===== config.mk =====
export PLATFORM = sky130hd
export DESIGN_NAME = instr_sequencer
export DESIGN_NICKNAME = d
export VERILOG_FILES = /design/src/rtl/instr_sequencer.sv
export SDC_FILE = /design/constraint.sdc
export NUM_CORES = 1
export LEC_CHECK = 0
export CELL_PAD_IN_SITES_DETAIL_PLACEMENT = 0
export CELL_PAD_IN_SITES_GLOBAL_PLACEMENT = 1
export CORE_AREA = 3 3 149 151
export DETAILED_ROUTE_END_ITERATION = 6
export DIE_AREA = 0 0 152 154
export GPL_TIMING_DRIVEN = 1
export HOLD_SLACK_MARGIN = 0.02
export PLACE_DENSITY = 0.77
export SLEW_MARGIN = 15
export SYNTH_ARGS = -nofsm -noshare
export SYNTH_HDL_FRONTEND = slang
export SYNTH_SLANG_ARGS = --single-unit

===== constraint.sdc =====
create_clock -name clk -period 3.2 [get_ports clk]
set_input_delay 0.96 -clock clk [delete_from_list [all_inputs] [get_ports clk]]
set_output_delay 0.96 -clock clk [all_outputs]
set_load 0.05 [all_outputs]

===== src/rtl/instr_sequencer.sv =====
// ---------------------------------------------------------------------------
// instr_sequencer
//
// Small program sequencer. It holds a 16-word program memory that is loaded
// while the sequencer is idle or halted. It fetches words in order and issues
// their decoded fields to a datapath with a valid/ready handshake. It also
// supports a branch-if-zero instruction and a halt instruction.
//
// Instruction word layout:
//   [15:13] opcode
//   [12:9]  reg1
//   [8:5]   reg2
//   [4:1]   addr
//   [0]     unused
//
// Opcodes:
//   000-101  ordinary, advance to pc+1
//   110      BRZ: after issue, branch to addr if datapath zero flag is set
//   111      HALT: stop, pulse done
//
// Ports:
//   clk, rst                        clock, async active-high reset
//   load_en/load_addr/load_data     program memory write port
//   start                           run request (from IDLE or HALTED)
//   issue_ready                     datapath accepts the current issue
//   zero                            datapath zero flag, sampled in BRWAIT
//   issue_valid                     decoded fields below are valid
//   opcode, reg1, reg2              decoded instruction fields
//   read_address, write_address     both carry the addr field
//   busy                            running (FETCH/ISSUE/BRWAIT)
//   done                            one-cycle pulse on entering HALTED
//   pc                              current program counter
//   instr_count                     saturating count of issued instructions
// ---------------------------------------------------------------------------
module instr_sequencer #(
    parameter int PROG_DEPTH = 16,
    parameter int IW         = 16
) (
    input  logic          clk,
    input  logic          rst,
    input  logic          load_en,
    input  logic [3:0]    load_addr,
    input  logic [IW-1:0] load_data,
    input  logic          start,
    input  logic          issue_ready,
    input  logic          zero,
    output logic          issue_valid,
    output logic [2:0]    opcode,
    output logic [3:0]    reg1,
    output logic [3:0]    reg2,
    output logic [3:0]    read_address,
    output logic [3:0]    write_address,
    output logic          busy,
    output logic          done,
    output logic [3:0]    pc,
    output logic [7:0]    instr_count
);

    typedef enum logic [2:0] {
        IDLE   = 3'd0,
        FETCH  = 3'd1,
        ISSUE  = 3'd2,
        BRWAIT = 3'd3,
        HALTED = 3'd4
    } state_t;

    localparam logic [2:0] OP_BRZ  = 3'b110;
    localparam logic [2:0] OP_HALT = 3'b111;

    state_t      state_q, state_d;
    logic [3:0]  pc_q, pc_d;
    logic [7:0]  count_q, count_d;
    logic        valid_q, valid_d;
    logic [2:0]  op_q, op_d;
    logic [3:0]  reg1_q, reg1_d;
    logic [3:0]  reg2_q, reg2_d;
    logic [3:0]  addr_q, addr_d;
    logic        busy_q, busy_d;
    logic        done_q, done_d;

    logic [IW-1:0] mem_q [PROG_DEPTH];

    logic loadAllowed;
    assign loadAllowed = (state_q == IDLE) || (state_q == HALTED);

    // Program memory has no reset so a loaded program survives rst.
    // Writes are accepted only while not running. A write that coincides
    // with start lands at the same edge that enters FETCH, so the first
    // fetch already sees it.
    always_ff @(posedge clk) begin
        if (load_en && loadAllowed) begin
            mem_q[load_addr] <= load_data;
        end
    end

    // Next-state logic for the sequencer FSM and all registered outputs.
    // In BRWAIT the pc still points at the BRZ word, so pc+1 there is the
    // fall-through address.
    always_comb begin
        state_d = state_q;
        pc_d    = pc_q;
        count_d = count_q;
        valid_d = valid_q;
        op_d    = op_q;
        reg1_d  = reg1_q;
        reg2_d  = reg2_q;
        addr_d  = addr_q;
        done_d  = 1'b0;

        case (state_q)
            IDLE, HALTED: begin
                if (start) begin
                    pc_d    = 4'd0;
                    count_d = 8'd0;
                    state_d = FETCH;
                end
            end
            FETCH: begin
                op_d    = mem_q[pc_q][15:13];
                reg1_d  = mem_q[pc_q][12:9];
                reg2_d  = mem_q[pc_q][8:5];
                addr_d  = mem_q[pc_q][4:1];
                valid_d = 1'b1;
                state_d = ISSUE;
            end
            ISSUE: begin
                if (issue_ready) begin
                    valid_d = 1'b0;
                    if (op_q == OP_HALT) begin
                        state_d = HALTED;
                        done_d  = 1'b1;
                    end else begin
                        count_d = (count_q == 8'hFF) ? count_q : count_q + 8'd1;
                        if (op_q == OP_BRZ) begin
                            state_d = BRWAIT;
                        end else begin
                            pc_d    = pc_q + 4'd1;
                            state_d = FETCH;
                        end
                    end
                end
            end
            BRWAIT: begin
                pc_d    = zero ? addr_q : pc_q + 4'd1;
                state_d = FETCH;
            end
            default: begin
                state_d = IDLE;
                valid_d = 1'b0;
            end
        endcase

        busy_d = (state_d == FETCH) || (state_d == ISSUE) || (state_d == BRWAIT);
    end

    // State and output registers. Reset clears every output immediately.
    always_ff @(posedge clk or posedge rst) begin
        if (rst) begin
            state_q <= IDLE;
            pc_q    <= 4'd0;
            count_q <= 8'd0;
            valid_q <= 1'b0;
            op_q    <= 3'd0;
            reg1_q  <= 4'd0;
            reg2_q  <= 4'd0;
            addr_q  <= 4'd0;
            busy_q  <= 1'b0;
            done_q  <= 1'b0;
        end else begin
            state_q <= state_d;
            pc_q    <= pc_d;
            count_q <= count_d;
            valid_q <= valid_d;
            op_q    <= op_d;
            reg1_q  <= reg1_d;
            reg2_q  <= reg2_d;
            addr_q  <= addr_d;
            busy_q  <= busy_d;
            done_q  <= done_d;
        end
    end

    assign issue_valid   = valid_q;
    assign opcode        = op_q;
    assign reg1          = reg1_q;
    assign reg2          = reg2_q;
    assign read_address  = addr_q;
    assign write_address = addr_q;
    assign busy          = busy_q;
    assign done          = done_q;
    assign pc            = pc_q;
    assign instr_count   = count_q;

endmodule


==> results of run 1 <==
final cells by class:
cell class	count	area share, %
Clock buffer	42	6.31
Timing Repair Buffer	97	7.44
Clock inverter	10	0.814
Multi-Input combinational cell	240	20.3
Sequential cell	273	62.2
Tap cell	275	2.66
Inverter	8	0.233
routing by layer:
layer / track usage, % / part of all wire (%) / routed length, microns
met5: 0 / 0 / 0
met4: 3.98 / 1.8 / 400
met3: 3.72 / 6.4 / 1440
met2: 31.5 / 49 / 10900
met1: 28.5 / 43 / 9710
state kept, by name, indices dropped and copies added, names as in the netlist:
register,cells
mem_q,240
instr_count,8
pc,4
read_address,4
reg1,4
reg2,4
opcode,3
state_q,3
busy,1
done,1
issue_valid,1
final timing paths:
path,start,endpoint,slack [ns],cells past startpoint
setup / recovery,pc[2]$_DFFE_PP0P_,pc[2],0.17,1
setup reg to reg,state_q[0]$_DFF_PP0_,reg2[1]$_DFFE_PP0P_,0.94,4
min in group asynchronous,rst,pc[2]$_DFFE_PP0P_,0.93,2
max in group asynchronous,rst,reg1[3]$_DFFE_PP0P_,1.59,3
hold / removal,reg2[0]$_DFFE_PP0P_,reg2[0]$_DFFE_PP0P_,0.52,2
hold reg to reg,reg2[0]$_DFFE_PP0P_,reg2[0]$_DFFE_PP0P_,0.52,2
per-stage QoR:
step | utilization, % | std cells
after floorplan | - | 548
after global placement | 57.2 | 893
after detailed placement | 57.2 | 893
after CTS | 61.6 | 945
after global routing | 61.6 | 945
final | 61.6 | 945
synthesized netlist by cell type, drive strengths merged, types with 3 or more instances:
| cell type | number |
|---|---|
| a21o | 7 |
| mux2i | 21 |
| mux4 | 58 |
| a21oi | 6 |
| dfrtp | 33 |
| buf | 22 |
| nand2b | 3 |
| inv | 8 |
| nand3 | 12 |
| mux2 | 16 |
| a22oi | 15 |
| nand2 | 17 |
| nor2 | 21 |
| clkbuf | 5 |
| nor3 | 9 |
| o22a | 3 |
| o21ai | 19 |
| edfxtp | 240 |
report_power, final:
part	switching [uW]	internal (uW)
sequential	264	4120
combinational	1910	1430
clock	1260	1910
cell families (layout without fill, tap and decap cells):
family | after synthesis | after routing | synth area share, %
muxes | 95 | 95 | 15.9
AOI/OAI and AO/OA | 65 | 65 | 4.32
and+or+nand+nor | 78 | 78 | 3.55
buffers and inverters | 35 | 157 | 1.86
DFF | 273 | 273 | 74.2
adders and majority gates | 2 | 2 | 0.231
==> results.py, run 1 <==
metrics = {
    "clock_tree": {
        "h-tree-depth": 1,
        "clk_latency_ns": 0.53,
        "clock_path_buffers": 3,
        "clk_pin_slew_ns": 0.06,
        "ctsHoldBuffers": 0,
        "root_buffer": "clkbuf_16",
        "numCtsBuffers": 28,
        "clkSinkCount": 273,
        "cts_resized": 0,
        "cts_tree": "built",
        "postCtsSetupBuffers": 0,
    },
    "cells_and_area": {
        "final_nets": 676,
        "stdcell_area_sq_um": 12900,
        "drive_gt1_share_pct": 24.6,
        "fillers": 1508,
        "antenna_cells": 0,
        "regArea_sq_um": 8040,
        "layout_common_cells": "edfxtp_1, clkdlybuf4s50_1, mux4_2",
        "final_common_cell": "edfxtp_1",
        "multi_input_area_sq_um": 2620,
        "areaGrowthSynthToFinish_pct": 19.2,
    },
    "synthesis": {
        "synthArstFlopShare_pct": 12.1,
        "ys_top_cells_by_area": "edfxtp_1, mux4_2, dfrtp_1",
        "synth_top_cell_by_area": "edfxtp_1",
        "netlist_area_sq_um": 10800,
        "synth_nets": 576,
        "synth.distinct_cells": 49,
        "yosysTopAreaCellShare_pct": 66.5,
        "ys_ff_latch": 273,
        "synth-edff-count": 240,
        "netlist_instances": 548,
        "ys.flop_type": "edfxtp_1",
        "yosysWarnings": 0,
        "syn_avg_cell_area_sq_um": 19.8,
        "yosysSeqAreaShare_pct": 74.2,
    },
    "floorplanning": {
        "start_util_pct": 51.7,
        "dieHeight_microns": 154,
        "dieArea_sq_um": 23400,
        "die_w_microns": 152,
        "io_pins": 60,
        "core_sq_um": 21000,
        "rows": 53,
    },
    "place": {
        "dpl.hpwl_mm": 14.3,
        "placed_area_sq_um": 12000,
        "gp_congestion": 0.848,
        "numPortBuffers": 58,
        "dp_worst_setup_slack_ns": 0.189,
    },
    "detailed_routing": {
        "drt_pass1_iterations": 5,
        "ant_nets": 0,
        "drt_iter0_markers": 411,
        "routed_wl_mm": 22.5,
        "drc": 0,
        "vias_per_cell": 5.93,
        "wl_per_cell_microns": 23.8,
        "via_count": 5605,
    },
    "global_route": {
        "grt_pass1_vias": 5848,
        "grt_pass1_wl_mm": 35.3,
        "grt_overflow_total": 0,
        "grt_usage_pct": 19.5,
        "antenna_found_initial": 0,
        "grt_max_degree": 67,
    },
    "power": {
        "powerDensity_nw_per_um2": 844,
        "total_power_uw": 10900,
        "p_leak_uw": 0.00436,
        "peakVddDrop_v": 0.000527,
    },
    "sta": {
        "maxSlewViolCount": 0,
        "period_share_pct": 94.8,
        "finalWorstSetupSlack_ns": 0.167,
        "fin_skew_ns": 0.00569,
        "min_period_ns": 3.03,
        "holdWs_ns": 0.515,
        "setup_violations": 0,
        "max-slew-margin-rel_pct": 36.3,
        "fin_setup_tns_ns": 0,
        "worst_pin_slew_ns": 0.956,
        "max_freq_mhz": 330,
        "hold_viol": 0,
        "rsz0062_at_grt": "false",
    },
    "worst_setup_path": {
        "critPathArrivalTime_ns": 2.07,
        "crit_family": "buffers and inverters",
        "critPathCaptureType": "primary output",
        "cp.required_ns": 2.24,
        "path_max_fanout": 9,
        "path_buf_inv": 1,
        "crit_chain": "clkdlybuf4s50_1",
        "slowest_stage": "clkdlybuf4s50_1",
        "start_kind": "flop",
        "max_stage_delay_ns": 0.90,
        "critPathKind": "reg -> out",
    },
    "hold_path": {
        "hold_class": "reg -> reg",
    },
    "outcome": {
        "outcome": "completed",
    },
    "run": {
        "cap_viol_max_count": 0,
    },
}
Power figures use the tool's default switching activity.
==> run 2: changes to the inputs <==
--- a/config.mk
+++ b/config.mk
@@ -7,12 +7,12 @@
 export LEC_CHECK = 0
 export CELL_PAD_IN_SITES_DETAIL_PLACEMENT = 0
 export CELL_PAD_IN_SITES_GLOBAL_PLACEMENT = 1
-export CORE_AREA = 3 3 149 151
+export CORE_AREA = 3 3 156 158
 export DETAILED_ROUTE_END_ITERATION = 6
-export DIE_AREA = 0 0 152 154
+export DIE_AREA = 0 0 159 161
 export GPL_TIMING_DRIVEN = 1
 export HOLD_SLACK_MARGIN = 0.02
-export PLACE_DENSITY = 0.77
+export PLACE_DENSITY = 0.74
 export SLEW_MARGIN = 15
 export SYNTH_ARGS = -nofsm -noshare
 export SYNTH_HDL_FRONTEND = slang
==> constraint.sdc (replaced) <==
create_clock -name clk -period 2.5 [get_ports clk]
set_input_delay 0.75 -clock clk [delete_from_list [all_inputs] [get_ports clk]]
set_output_delay 0.75 -clock clk [all_outputs]
set_load 0.05 [all_outputs]
==> run 2 against run 1 <==
Effect of this change: combinational power rose by 30%; sequential cell count did not move; sequential share of layout area fell by 0.80 points; die area rose by 9.4%; clock skew rose by 0.016 ns; routed wire length rose by 2.9%; non-clock buffer count rose by 9; cell area rose by 1.3%; global-route usage fell by 1.4 points; via count rose by 0.29%.
==> results.py, run 2 (synthesized netlist as in run 1, its figures left out) <==
metrics = {
    "outcome": {
        "outcome": "completed",
    },
    "worst_setup_path": {
        "reg2reg_slack_ns": 0.31,
        "cp.required_ns": 2.73,
        "crit_chain": "clkdlybuf4s50_1 > or3b_1 > or3_1 > nor2_1 > buf_4",
        "crit_family": "simple AND/OR/NAND/NOR gates",
        "max_stage_delay_ns": 0.51,
        "slowest_stage": "clkdlybuf4s50_1",
        "critPathKind": "in -> reg",
        "path_buf_inv": 2,
        "critPathCaptureType": "flop",
        "critPathArrivalTime_ns": 2.64,
        "start_kind": "primary input",
        "path_max_fanout": 7,
    },
    "cells_and_area": {
        "largest-register": "mem_q",
        "final_nets": 685,
        "drive_gt1_share_pct": 27.1,
        "layout_common_cells": "edfxtp_1, mux4_2, buf_4",
        "antenna_cells": 0,
        "fillers": 1793,
        "regArea_sq_um": 8040,
        "stdcell_area_sq_um": 13100,
        "multi_input_area_sq_um": 2640,
        "areaGrowthSynthToFinish_pct": 20.8,
        "largest_register_ffs": 240,
        "final_cells": 998,
        "final_common_cell": "edfxtp_1",
    },
    "clock_tree": {
        "postCtsSetupBuffers": 0,
        "numCtsBuffers": 28,
        "h-tree-depth": 1,
        "clk_latency_ns": 0.54,
        "clk_pin_slew_ns": 0.06,
        "root_buffer": "clkbuf_16",
        "clock_path_buffers": 3,
        "cts_tree": "built",
        "clkSinkCount": 273,
        "ctsHoldBuffers": 0,
    },
    "global_route": {
        "grt_busiest_layer": "met2",
        "grt_usage_pct": 18.1,
        "grt_use_met1_pct": 25.6,
        "grt_pass1_wl_mm": 35.5,
        "grt_max_degree": 57,
        "antenna_found_initial": 0,
        "grt_pass1_vias": 5842,
        "use_met2_pct": 30.5,
        "grt_overflow_total": 0,
        "use_met3_pct": 2.95,
    },
    "hold_path": {
        "hold_class": "reg -> reg",
    },
    "power": {
        "power_frac_clock_pct": 29.3,
        "peakVddDrop_v": 0.000612,
        "p_sw_uw": 4560,
        "netSwitchingFraction_pct": 32.4,
        "power_frac_seq_pct": 39.7,
        "powerDensity_nw_per_um2": 1080,
        "p_leak_uw": 0.00451,
        "cellInternalPower_uw": 9520,
        "p_comb_share_pct": 30.9,
        "total_power_uw": 14100,
    },
    "sta": {
        "maxSlewViolCount": 0,
        "fin_skew_ns": 0.0212,
        "hold_viol": 0,
        "rsz0062_at_grt": "false",
        "period_share_pct": 96.3,
        "max-slew-margin-rel_pct": 52.6,
        "worst_pin_slew_ns": 0.709,
        "holdWs_ns": 0.539,
        "min_period_ns": 2.41,
        "setup_violations": 0,
        "max_freq_mhz": 415,
    },
    "floorplanning": {
        "die_w_microns": 159,
        "io_pins": 60,
        "dieHeight_microns": 161,
        "start_util_pct": 46.6,
        "dieArea_sq_um": 25600,
        "core_sq_um": 23300,
        "rows": 56,
    },
    "place": {
        "placed_area_sq_um": 12200,
        "gp_congestion": 0.845,
        "dp_cells": 946,
        "dpl.hpwl_mm": 14.9,
        "numPortBuffers": 58,
    },
    "detailed_routing": {
        "ant_nets": 0,
        "drt_pass1_iterations": 5,
        "via_count": 5621,
        "routed_wl_mm": 23.1,
        "drc": 0,
        "wl_per_cell_microns": 23.2,
        "drt_iter0_markers": 505,
        "vias_per_cell": 5.63,
    },
    "run": {
        "cap_viol_max_count": 0,
    },
}
run 2: layout make-up:
class	count	share of cell area [%]
multi-input combinational	240	20.2
clock buffer	30	5.58
sequential	273	61.4
timing repair buffer	106	8.06
inverter	8	0.230
tap	319	3.05
clock inverter	22	1.48
run 2: power groups by stage:
stage / logic (uW) / clock network (uW) / registers (uW)
2_1_floorplan: 2500 / 0 / 6250
3_3_place_gp: 4460 / 0 / 5670
3_5_place_dp: 4530 / 0 / 5700
4_1_cts: 4410 / 4220 / 5590
5_1_grt: 4650 / 4410 / 5630
6_report: 4350 / 4130 / 5600
run 2: path summary, 6_finish.rpt:
path,start,endpoint,depth (start not counted)
min in group asynchronous,rst,busy$_DFF_PP0_,3
worst max register to register,state_q[1]$_DFF_PP0_,mem_q[8][10]$_DFFE_PP_,4
worst max-delay path,load_en,mem_q[8][10]$_DFFE_PP_,5
worst min register to register,reg2[0]$_DFFE_PP0P_,reg2[0]$_DFFE_PP0P_,2
max in group asynchronous,rst,pc[0]$_DFFE_PP0P_,3
worst min-delay path,reg2[0]$_DFFE_PP0P_,reg2[0]$_DFFE_PP0P_,2
run 2: metal layers:
metal	vias up	wire length [microns]
met5	-	0
met4	0	387
met3	28	1400
met2	194	11600
met1	2927	9800
li1	2472	-
run 2: timing repair:
item	4_1_cts	5_1_grt
setup endpoints to repair	27	2
pin swaps	0	0
resized for setup	27	2
run 2: per-stage QoR:
step                      worst slack [ns]  TNS [ns]  utilization (%)
after floorplan                    -0.0761     -3.43                -
after global placement              -0.390    -35.14             52.4
after detailed placement            -0.402    -36.51             52.4
after CTS                          0.00893         0             56.2
after global routing                0.0587         0             56.2
final                               0.0914         0             56.2
run 2: tightest hold or removal path, cell delays in order, from the launching register on:
cell and delay, ns:
dfrtp_1 0.37, nand2_1 0.06, nand3_1 0.08
==> edit (config.mk and constraints of run 2) <==
Put one more register stage on the output `instr_count`, without a reset. The value now appears one clock later. The other outputs are not delayed to match.
--- a/src/rtl/instr_sequencer.sv
+++ b/src/rtl/instr_sequencer.sv
@@ -189,7 +189,9 @@
     assign busy          = busy_q;
     assign done          = done_q;
     assign pc            = pc_q;
-    assign instr_count   = count_q;
+    always_ff @(posedge clk) begin
+        instr_count <= count_q;
+    end
 
 endmodule
 
Behaviour: not the same (a bounded check fails within 4 cycles, from zero or initial values and one cycle with rst high).
==> edit against run 2 <==
  * Synthesized cell count up 6.2%
  * Clock power down 7.5%
  * Total power down 6.8%
  * Cell area up 0.55%
  * Fmax down 1.3%
  * Area after synthesis up 0.87%
  * Final cell count up 2.4%
  * Sequential share of layout area up 0.89 points
  * Worst setup slack worse by 0.031 ns
  * Via count up 0.20%
  * Die area unchanged
  * Sequential cell count up 8
  * Wire length up 2.2%
  * Critical endpoint is now reg1[2]
  * Highest routed layer unchanged
==> edit: results (changes against run 2) <==
Final Skew 0.0137 ns (-0.00749 ns); HP Start count_q[6]; Place WS 0.0343 ns (+0.436 ns); syn_nets 610 (+5.9%); measured slew at the worst slew-check pin 0.597 ns (-0.111 ns); largest net degree at the start of global routing 69 (+21%); layout cells sized above 1 24.3% (-2.8 points); drt first pass iters 4 (-1); routed len/inst 23.1 µm (-0.25%); sw power 4.05 mW (-11%); VDD IR-drop max 1.07 mV (+74%); Vias 5632 (+0.20%); post-synthesis mux area share 14.0% (-1.9 points); synth cell count leaders 240 x edfxtp_1, 56 x mux4_2, 33 x dfrtp_1; status finished, final reports clean; DR iter-0 viols 594 (+18%); Cells after Synth 582 (+6.2%); vias in the first global route 6039 (+3.4%); Total GRT Usage 19.1% (+1.0 points); crit-path max FO 2 (-5); Area after DPL 12300 µm² (+1.1%); Synth Area in Adders 0.229% (-0.0020 points); DR vias/cell 5.51 (-2.2%); Max stage delay on crit path 0.81 ns (+0.30 ns); r2r startpoint pc[0]; Synth Area in Compound Gates 4.24% (-0.083 points); Leak 4.42 nW (-2.1%); sequential area share after synthesis 75.0% (+0.83 points); worst setup path start reg1[2]; first-pass GRT wire length 37.0 mm (+4.5%)
edit: cell types whose count changed in the layout (fill, tap and decap cells not counted), moves of 8 or more:
cell	delta
buf_4	-11
a21oi_1	+13
nor2_1	+9
mux2i_1	-10
inv_1	+13
a221o_1	+13
dfxtp_1	+8
o21ai_1	-9
clkdlybuf4s50_1	+9
o21ai_0	+14
dlygate4sd2_1	-11
edit: through the flow:
step	hold WS (ns)	utilization (%)	power [mW]
3_3_place_gp	0.399	53.0	9.47
5_1_grt	0.433	56.5	13.7
6_report	0.422	56.5	13.1
4_1_cts	0.410	56.5	13.3
3_5_place_dp	0.402	53.0	9.52
2_1_floorplan	0.380	-	8.20
edit: timing repair:
| item | in CTS | in global routing |
|---|---|---|
| pin swaps | 0 | 0 |
| endpoints found under the setup margin | 16 | 3 |
| resized for setup | 16 | 3 |
| buffers inserted | 0 | 0 |
edit: final cells by class:
class                           count  area, µm²  share of cell area [%]
Clock buffer                       39        783                    5.95
Clock inverter                     13       56.3                   0.428
Inverter                           20       75.1                   0.571
Multi-Input combinational cell    249       2520                    19.2
Sequential cell                   281       8200                    62.3
Tap cell                          319        399                    3.03
Timing Repair Buffer              101       1120                    8.50
edit: logic make-up (layout without fill, tap and decap cells):
logic type                 Yosys count  after routing
DFF                                281            281
and+or+nand+nor                     92             92
muxes                               81             81
AOI/OAI and AO/OA                   71             71
buffers and inverters               52            173
xor gates and xnor gates             3              3
adders and majority gates            2              2
edit: metal layers:
metal  part of all wire [%]  GRT usage, %  vias up
met5                      0             0        -
met4                    1.6          6.29        0
met3                    8.6          3.05       25
met2                     51          31.1      200
met1                     39          26.9     2880
li1                       -             -     2527
edit: power groups by stage:
stage / clock network [mW] / logic, mW / registers [mW]
detailed placement: 0 / 3.69 / 5.83
global route: 4.12 / 3.84 / 5.77
CTS: 3.91 / 3.62 / 5.74
finish: 3.82 / 3.57 / 5.73
global placement: 0 / 3.65 / 5.82
floorplan: 0 / 1.94 / 6.26
edit: final timing paths:
| check | slack, ns | to | depth (start not counted) |
|---|---|---|---|
| worst max-delay path | 0.06 | reg1[2] | 1 |
| worst min-delay path | 0.42 | instr_count[6] | 0 |
| worst max register to register | 0.33 | reg2[2] | 4 |
| worst min register to register | 0.42 | instr_count[6] | 0 |
| max in group asynchronous | 1.47 | pc[0] | 3 |
| min in group asynchronous | 0.64 | count_q[2] | 3 |
